==> src/rtl/core_pkg.sv <==
// Shared core constants: controller phase encodings, fetch FSM states and
// datapath width. Decode and the core controller import the same package.
package core_pkg;

    localparam int XLEN = 32;

    // Core controller phase encodings, driven on the 3-bit state bus
    localparam logic [2:0] ST_FETCH  = 3'd0;
    localparam logic [2:0] ST_DECODE = 3'd1;
    localparam logic [2:0] ST_EXEC   = 3'd2;
    localparam logic [2:0] ST_MEM    = 3'd3;
    localparam logic [2:0] ST_WRITE  = 3'd4;

    // jalr clears bit 0 of the computed target
    localparam logic [XLEN-1:0] JALR_MASK = 32'hFFFF_FFFE;

    typedef enum logic [1:0] {
        F_IDLE = 2'd0,
        F_REQ  = 2'd1,
        F_WAIT = 2'd2,
        F_DONE = 2'd3
    } fetch_state_e;

endpackage

==> src/rtl/pc_next_calc.sv <==
// Next-PC computation: taken decision, branch/jump target and misalignment
// flag. Purely combinational so a future branch predictor can reuse it.
module pc_next_calc
    import core_pkg::*;
(
    input  logic [XLEN-1:0] pc_i,
    input  logic [XLEN-1:0] imm_i,
    input  logic [XLEN-1:0] rs1_data_i,
    input  logic            branch_uc_i,
    input  logic            branch_c_i,
    input  logic            branch_relative_i,
    input  logic            cond_i,
    output logic [XLEN-1:0] next_pc_o,
    output logic            taken_o,
    output logic            misalign_o
);

    logic [XLEN-1:0] target;

    // Target select and taken/misalign decision; all arithmetic wraps mod 2^32
    always_comb begin
        target     = branch_relative_i ? (pc_i + imm_i)
                                       : ((rs1_data_i + imm_i) & JALR_MASK);
        taken_o    = branch_uc_i | (branch_c_i & cond_i);
        next_pc_o  = taken_o ? target : (pc_i + 32'd4);
        misalign_o = taken_o & target[1];
    end

endmodule

==> src/rtl/fetch_unit.sv <==
// Instruction fetch stage: owns the PC, issues one imem request per FETCH
// phase, holds the fetched word for decode and commits the next PC in WRITE.
//
// state  | meaning
// -------+---------------------------------------------------------------
// F_IDLE | no request outstanding; waits for the controller to enter FETCH
// F_REQ  | first request cycle, imem_req high, zero-wait response accepted
// F_WAIT | request held, each cycle counted as a stall
// F_DONE | word latched, fetch_done pulsed on entry; parked until FETCH ends
module fetch_unit
    import core_pkg::*;
#(
    parameter logic [XLEN-1:0] RESET_PC    = 32'h0000_0000,
    parameter int              STALL_CNT_W = 32
) (
    input  logic                   clk,
    input  logic                   rst,
    input  logic [2:0]             state_i,
    output logic                   imem_req_o,
    output logic [XLEN-1:0]        imem_addr_o,
    input  logic                   imem_valid_i,
    input  logic [XLEN-1:0]        imem_rdata_i,
    output logic [XLEN-1:0]        instr_raw_o,
    output logic                   fetch_done_o,
    output logic [XLEN-1:0]        pc_o,
    output logic [XLEN-1:0]        pc_plus4_o,
    input  logic                   pc_update_i,
    input  logic                   branch_uc_i,
    input  logic                   branch_c_i,
    input  logic                   branch_relative_i,
    input  logic [XLEN-1:0]        imm_i,
    input  logic [XLEN-1:0]        rs1_data_i,
    input  logic [XLEN-1:0]        alu_result_i,
    output logic                   misalign_o,
    output logic [STALL_CNT_W-1:0] stall_cycles_o
);

    fetch_state_e             state_q, state_d;
    logic [XLEN-1:0]          pc_q, pc_d;
    logic [XLEN-1:0]          instr_q, instr_d;
    logic                     req_q, req_d;
    logic                     done_q, done_d;
    logic                     misalign_q, misalign_d;
    logic [STALL_CNT_W-1:0]   stall_q, stall_d;

    logic [XLEN-1:0]          calc_next_pc;
    logic                     calc_taken;
    logic                     calc_misalign;
    logic                     update_ok;

    // Only bit 0 of the ALU result carries the branch condition
    logic                     unused_alu_bits;
    assign unused_alu_bits = ^alu_result_i[XLEN-1:1];

    pc_next_calc u_pc_next_calc (
        .pc_i              (pc_q),
        .imm_i             (imm_i),
        .rs1_data_i        (rs1_data_i),
        .branch_uc_i       (branch_uc_i),
        .branch_c_i        (branch_c_i),
        .branch_relative_i (branch_relative_i),
        .cond_i            (alu_result_i[0]),
        .next_pc_o         (calc_next_pc),
        .taken_o           (calc_taken),
        .misalign_o        (calc_misalign)
    );

    // Next-state, fetch datapath and PC commit logic
    always_comb begin
        state_d    = state_q;
        instr_d    = instr_q;
        stall_d    = stall_q;
        pc_d       = pc_q;
        misalign_d = misalign_q;

        case (state_q)
            F_IDLE: if (state_i == ST_FETCH) state_d = F_REQ;
            F_REQ:  state_d = imem_valid_i ? F_DONE : F_WAIT;
            F_WAIT: if (imem_valid_i) state_d = F_DONE;
            F_DONE: if (state_i != ST_FETCH) state_d = F_IDLE;
            default: state_d = F_IDLE;
        endcase

        if ((state_q == F_REQ || state_q == F_WAIT) && imem_valid_i) begin
            instr_d = imem_rdata_i;
        end

        if (state_q == F_WAIT && stall_q != {STALL_CNT_W{1'b1}}) begin
            stall_d = stall_q + 1'b1;
        end

        // Committing a new PC under an outstanding request would change
        // imem_addr mid-transaction, so such an update is dropped.
        update_ok = pc_update_i & ~req_q;
        if (update_ok) begin
            pc_d       = calc_next_pc;
            misalign_d = misalign_q | calc_misalign;
        end

        req_d  = (state_d == F_REQ) || (state_d == F_WAIT);
        done_d = (state_d == F_DONE) && (state_q != F_DONE);
    end

    // State and output registers with synchronous reset
    always_ff @(posedge clk) begin
        if (rst) begin
            state_q    <= F_IDLE;
            pc_q       <= RESET_PC;
            instr_q    <= '0;
            req_q      <= 1'b0;
            done_q     <= 1'b0;
            misalign_q <= 1'b0;
            stall_q    <= '0;
        end else begin
            state_q    <= state_d;
            pc_q       <= pc_d;
            instr_q    <= instr_d;
            req_q      <= req_d;
            done_q     <= done_d;
            misalign_q <= misalign_d;
            stall_q    <= stall_d;
        end
    end

    assign imem_req_o     = req_q;
    assign imem_addr_o    = pc_q;
    assign instr_raw_o    = instr_q;
    assign fetch_done_o   = done_q;
    assign pc_o           = pc_q;
    assign pc_plus4_o     = pc_q + 32'd4;
    assign misalign_o     = misalign_q;
    assign stall_cycles_o = stall_q;

endmodule
==> config.mk <==
export PLATFORM = sky130hd
export DESIGN_NAME = fetch_unit
export DESIGN_NICKNAME = d
export VERILOG_FILES = /design/src/rtl/core_pkg.sv /design/src/rtl/pc_next_calc.sv /design/src/rtl/fetch_unit.sv
export SDC_FILE = /design/constraint.sdc
export NUM_CORES = 1
export LEC_CHECK = 0
export BUFFER_PORTS_ARGS = -buffer_cell sky130_fd_sc_hd__buf_2
export CAP_MARGIN = 30
export CORE_MARGIN = 3
export CORE_UTILIZATION = 57
export DETAILED_ROUTE_END_ITERATION = 12
export PLACE_DENSITY = 0.88
export SYNTH_ARGS = -nofsm -noshare
export SYNTH_HDL_FRONTEND = slang
export SYNTH_HIERARCHICAL = 1
export SYNTH_SLANG_ARGS = --single-unit
export TNS_END_PERCENT = 1
==> constraint.sdc <==
create_clock -name clk -period 6.7 [get_ports clk]
set_clock_uncertainty 0.15 [all_clocks]
set_input_delay 1.005 -clock clk [delete_from_list [all_inputs] [get_ports clk]]
set_output_delay 1.005 -clock clk [all_outputs]
set_load 0.02 [all_outputs]
==> flow_summary.ini <==
[timing]
finalHoldViolCount = 0
finalSetupViolations = 0
fmax_ghz = 0.229
slew_viol_final = 0
period_share_pct = 65.2
rsz0062_at_grt = no
holdWs_ps = 303
min_period_ps = 4370
worstMarginPinSlew_ps = 980
finalSetupTns_ps = 0
max-slew-margin-rel_pct = 34.7

[die]
die_area_um2 = 17800
io_pins = 301
die_x_um = 134
core_area_um2 = 15500
fp-row-count = 45
die_h_um = 134
start_util_pct = 59.6

[cts]
ctsLongestPathBuffers = 2
insertion_delay_ps = 350
cts.sinks = 101
cts-root-buf = clkbuf_16
htree_levels = 3
path_clk_slew_ps = 70
post_cts_resized = 0
tritoncts = done
post_cts_buffers = 0
cts_buffers = 9
cts_hold_buf = 0

[detailed_routing]
wl_um = 29200
postRouteAntennaNets = 0
dr_total_vias = 10200
via_per_inst = 6.03
drt-wirelength-per-cell_um = 17.3
drt_iter0_drc = 687
drc = 0
drt_first_pass_iters = 5

[finish]
area_growth_pct = 16.4
final_common_cell = buf_2
multi_input_area_um2 = 6640
final_cell_mix = buf_2, nand2_1, a21oi_1, dfxtp_1, nor2_1
layout-drive-gt1-share_pct = 21.8
diodes = 0
nFillCells = 1321
regArea_um2 = 2020
nNetsFinal = 1679

[synthesis]
synth.area.top_cells = dfxtp_1, ha_1, a21oi_1, nand2_1, xnor2_1
synth-async-reset-ratio_pct = 0
synthCells = 1265
syn_area_um2 = 9270
synth_top_area_cell = dfxtp_1
synth-seq-area-share_pct = 21.8
synth_cell_type_count = 80
yosys_warnings = 6
synth_top_area_share_pct = 21.8
synth_fp_nets = 1474
ys.flop_type = dfxtp_1
synth_edf_count = 0
ys_seq_elements = 101
syn_area_per_cell_um2 = 7.33

[grt]
gr-max-usage-layer = met2
antenna_found_initial = 1
gr-usage-met2_pct = 52.0
first_global_vias = 9248
grt_start_max_net_pins = 55
met3_usage_pct = 5.17
grtUsageTotal_pct = 30.7
grt-ovfl-total = 0
grt_pass1_wl_um = 45600
met1_usage_pct = 39.7

[critical_path]
critPathMaxStageDelay_ps = 800
cp-end-kind = output pin
cp_max_fo = 14
crit_chain = and3_1, nand4_1, nor3_1, or3b_2, xnor2_1, buf_2
slowest_stage = nor3_1
startpoint_type = flop
required_ps = 5540
critPathKind = flop to output pin
crit_arrival_ps = 3210

[status]
status = completed

[power]
leakagePower_nw = 4.93
power_density_nw_per_um2 = 181
irDropWorstVdd_v = 0.000168

[place]
hpwl_um = 21900
port_buffers = 269
gp_congestion = 0.981

[job]
maxCapViolCount = 0

[worst_hold_path]
hold_path_class = flop to flop
==> critical path: cells and delay by family, from the launching register on <==
family / cells / cell delay, ps
simple gates: 4 / 1860
flops: 1 / 650
buf+inv: 1 / 200
xor+xnor: 1 / 160
==> report_power, final <==
group | switching (mW) | internal (mW)
registers | 0.0670 | 0.626
logic | 0.446 | 0.292
clock network | 0.258 | 0.263
total | 0.772 | 1.18
==> logic make-up after synthesis <==
logic type	synth area share, %
AO/OA/AOI/OAI	24.3
XOR/XNOR	10.9
adder cells (fa/ha/maj)	9.75
buffers and inverters	6.64
flip-flops	21.8
multiplexers	1.03
AND/OR/NAND/NOR	25.6
==> layout make-up <==
| type | count | share of cell area, % |
|---|---|---|
| multi-input cells | 1049 | 61.6 |
| flip-flops and latches | 101 | 18.8 |
| repair buffers | 278 | 13.4 |
| well taps | 211 | 2.45 |
| clock buffers | 9 | 2.09 |
| inverters | 31 | 1.08 |
| clock inverters | 7 | 0.650 |
==> cell usage after synthesis, types with 13 or more instances <==
master and instances:
a211oi_1 19, nand3_1 63, nand2_1 201, and3_1 20
o21ai_0 41, ha_1 69, nor3_1 17, inv_1 31
xnor2_1 71, xor2_1 44, dfxtp_1 101, nor2b_1 13
or3_1 15, nand4_1 28, a21oi_1 170, clkbuf_1 34
nor2_1 81, buf_4 38, a21o_1 32
==> routing by layer <==
metal,up-vias,wire length (um)
li1,4925,-
met1,4702,11900
met2,473,14000
met3,68,2590
met4,2,690
met5,-,18
==> registers in the layout, summed over array words and instances, names as in the netlist <==
signal	cells
misalign_o	1
instr_raw_o	32
imem_addr_o	32
state_q	2
stall_cycles_o	32
imem_req_o	1
fetch_done_o	1
==> through the flow <==
stage	total power [mW]	std cells	area, um^2	util (%)	setup WS (ps)
6_report	1.95	1686	10800	69.4	2330
5_1_grt	2.05	1686	10800	69.4	2150
4_1_cts	1.94	1685	10800	69.3	2370
3_5_place_dp	1.43	1669	10500	67.4	2370
3_3_place_gp	1.41	1667	10400	67.2	2420
2_1_floorplan	1.24	1265	9270	-	2880
==> worst paths after layout <==
| check | from | end | slack (ps) | cells past startpoint |
|---|---|---|---|---|
| setup / recovery | imem_addr_o[4] | pc_plus4_o[29] | 2330 | 6 |
| hold / removal | instr_raw_o[13] | instr_raw_o[13] | 300 | 2 |
| setup reg to reg | imem_addr_o[0] | imem_addr_o[30] | 2900 | 15 |
| hold reg to reg | instr_raw_o[13] | instr_raw_o[13] | 300 | 2 |
Power figures use the tool's default switching activity.
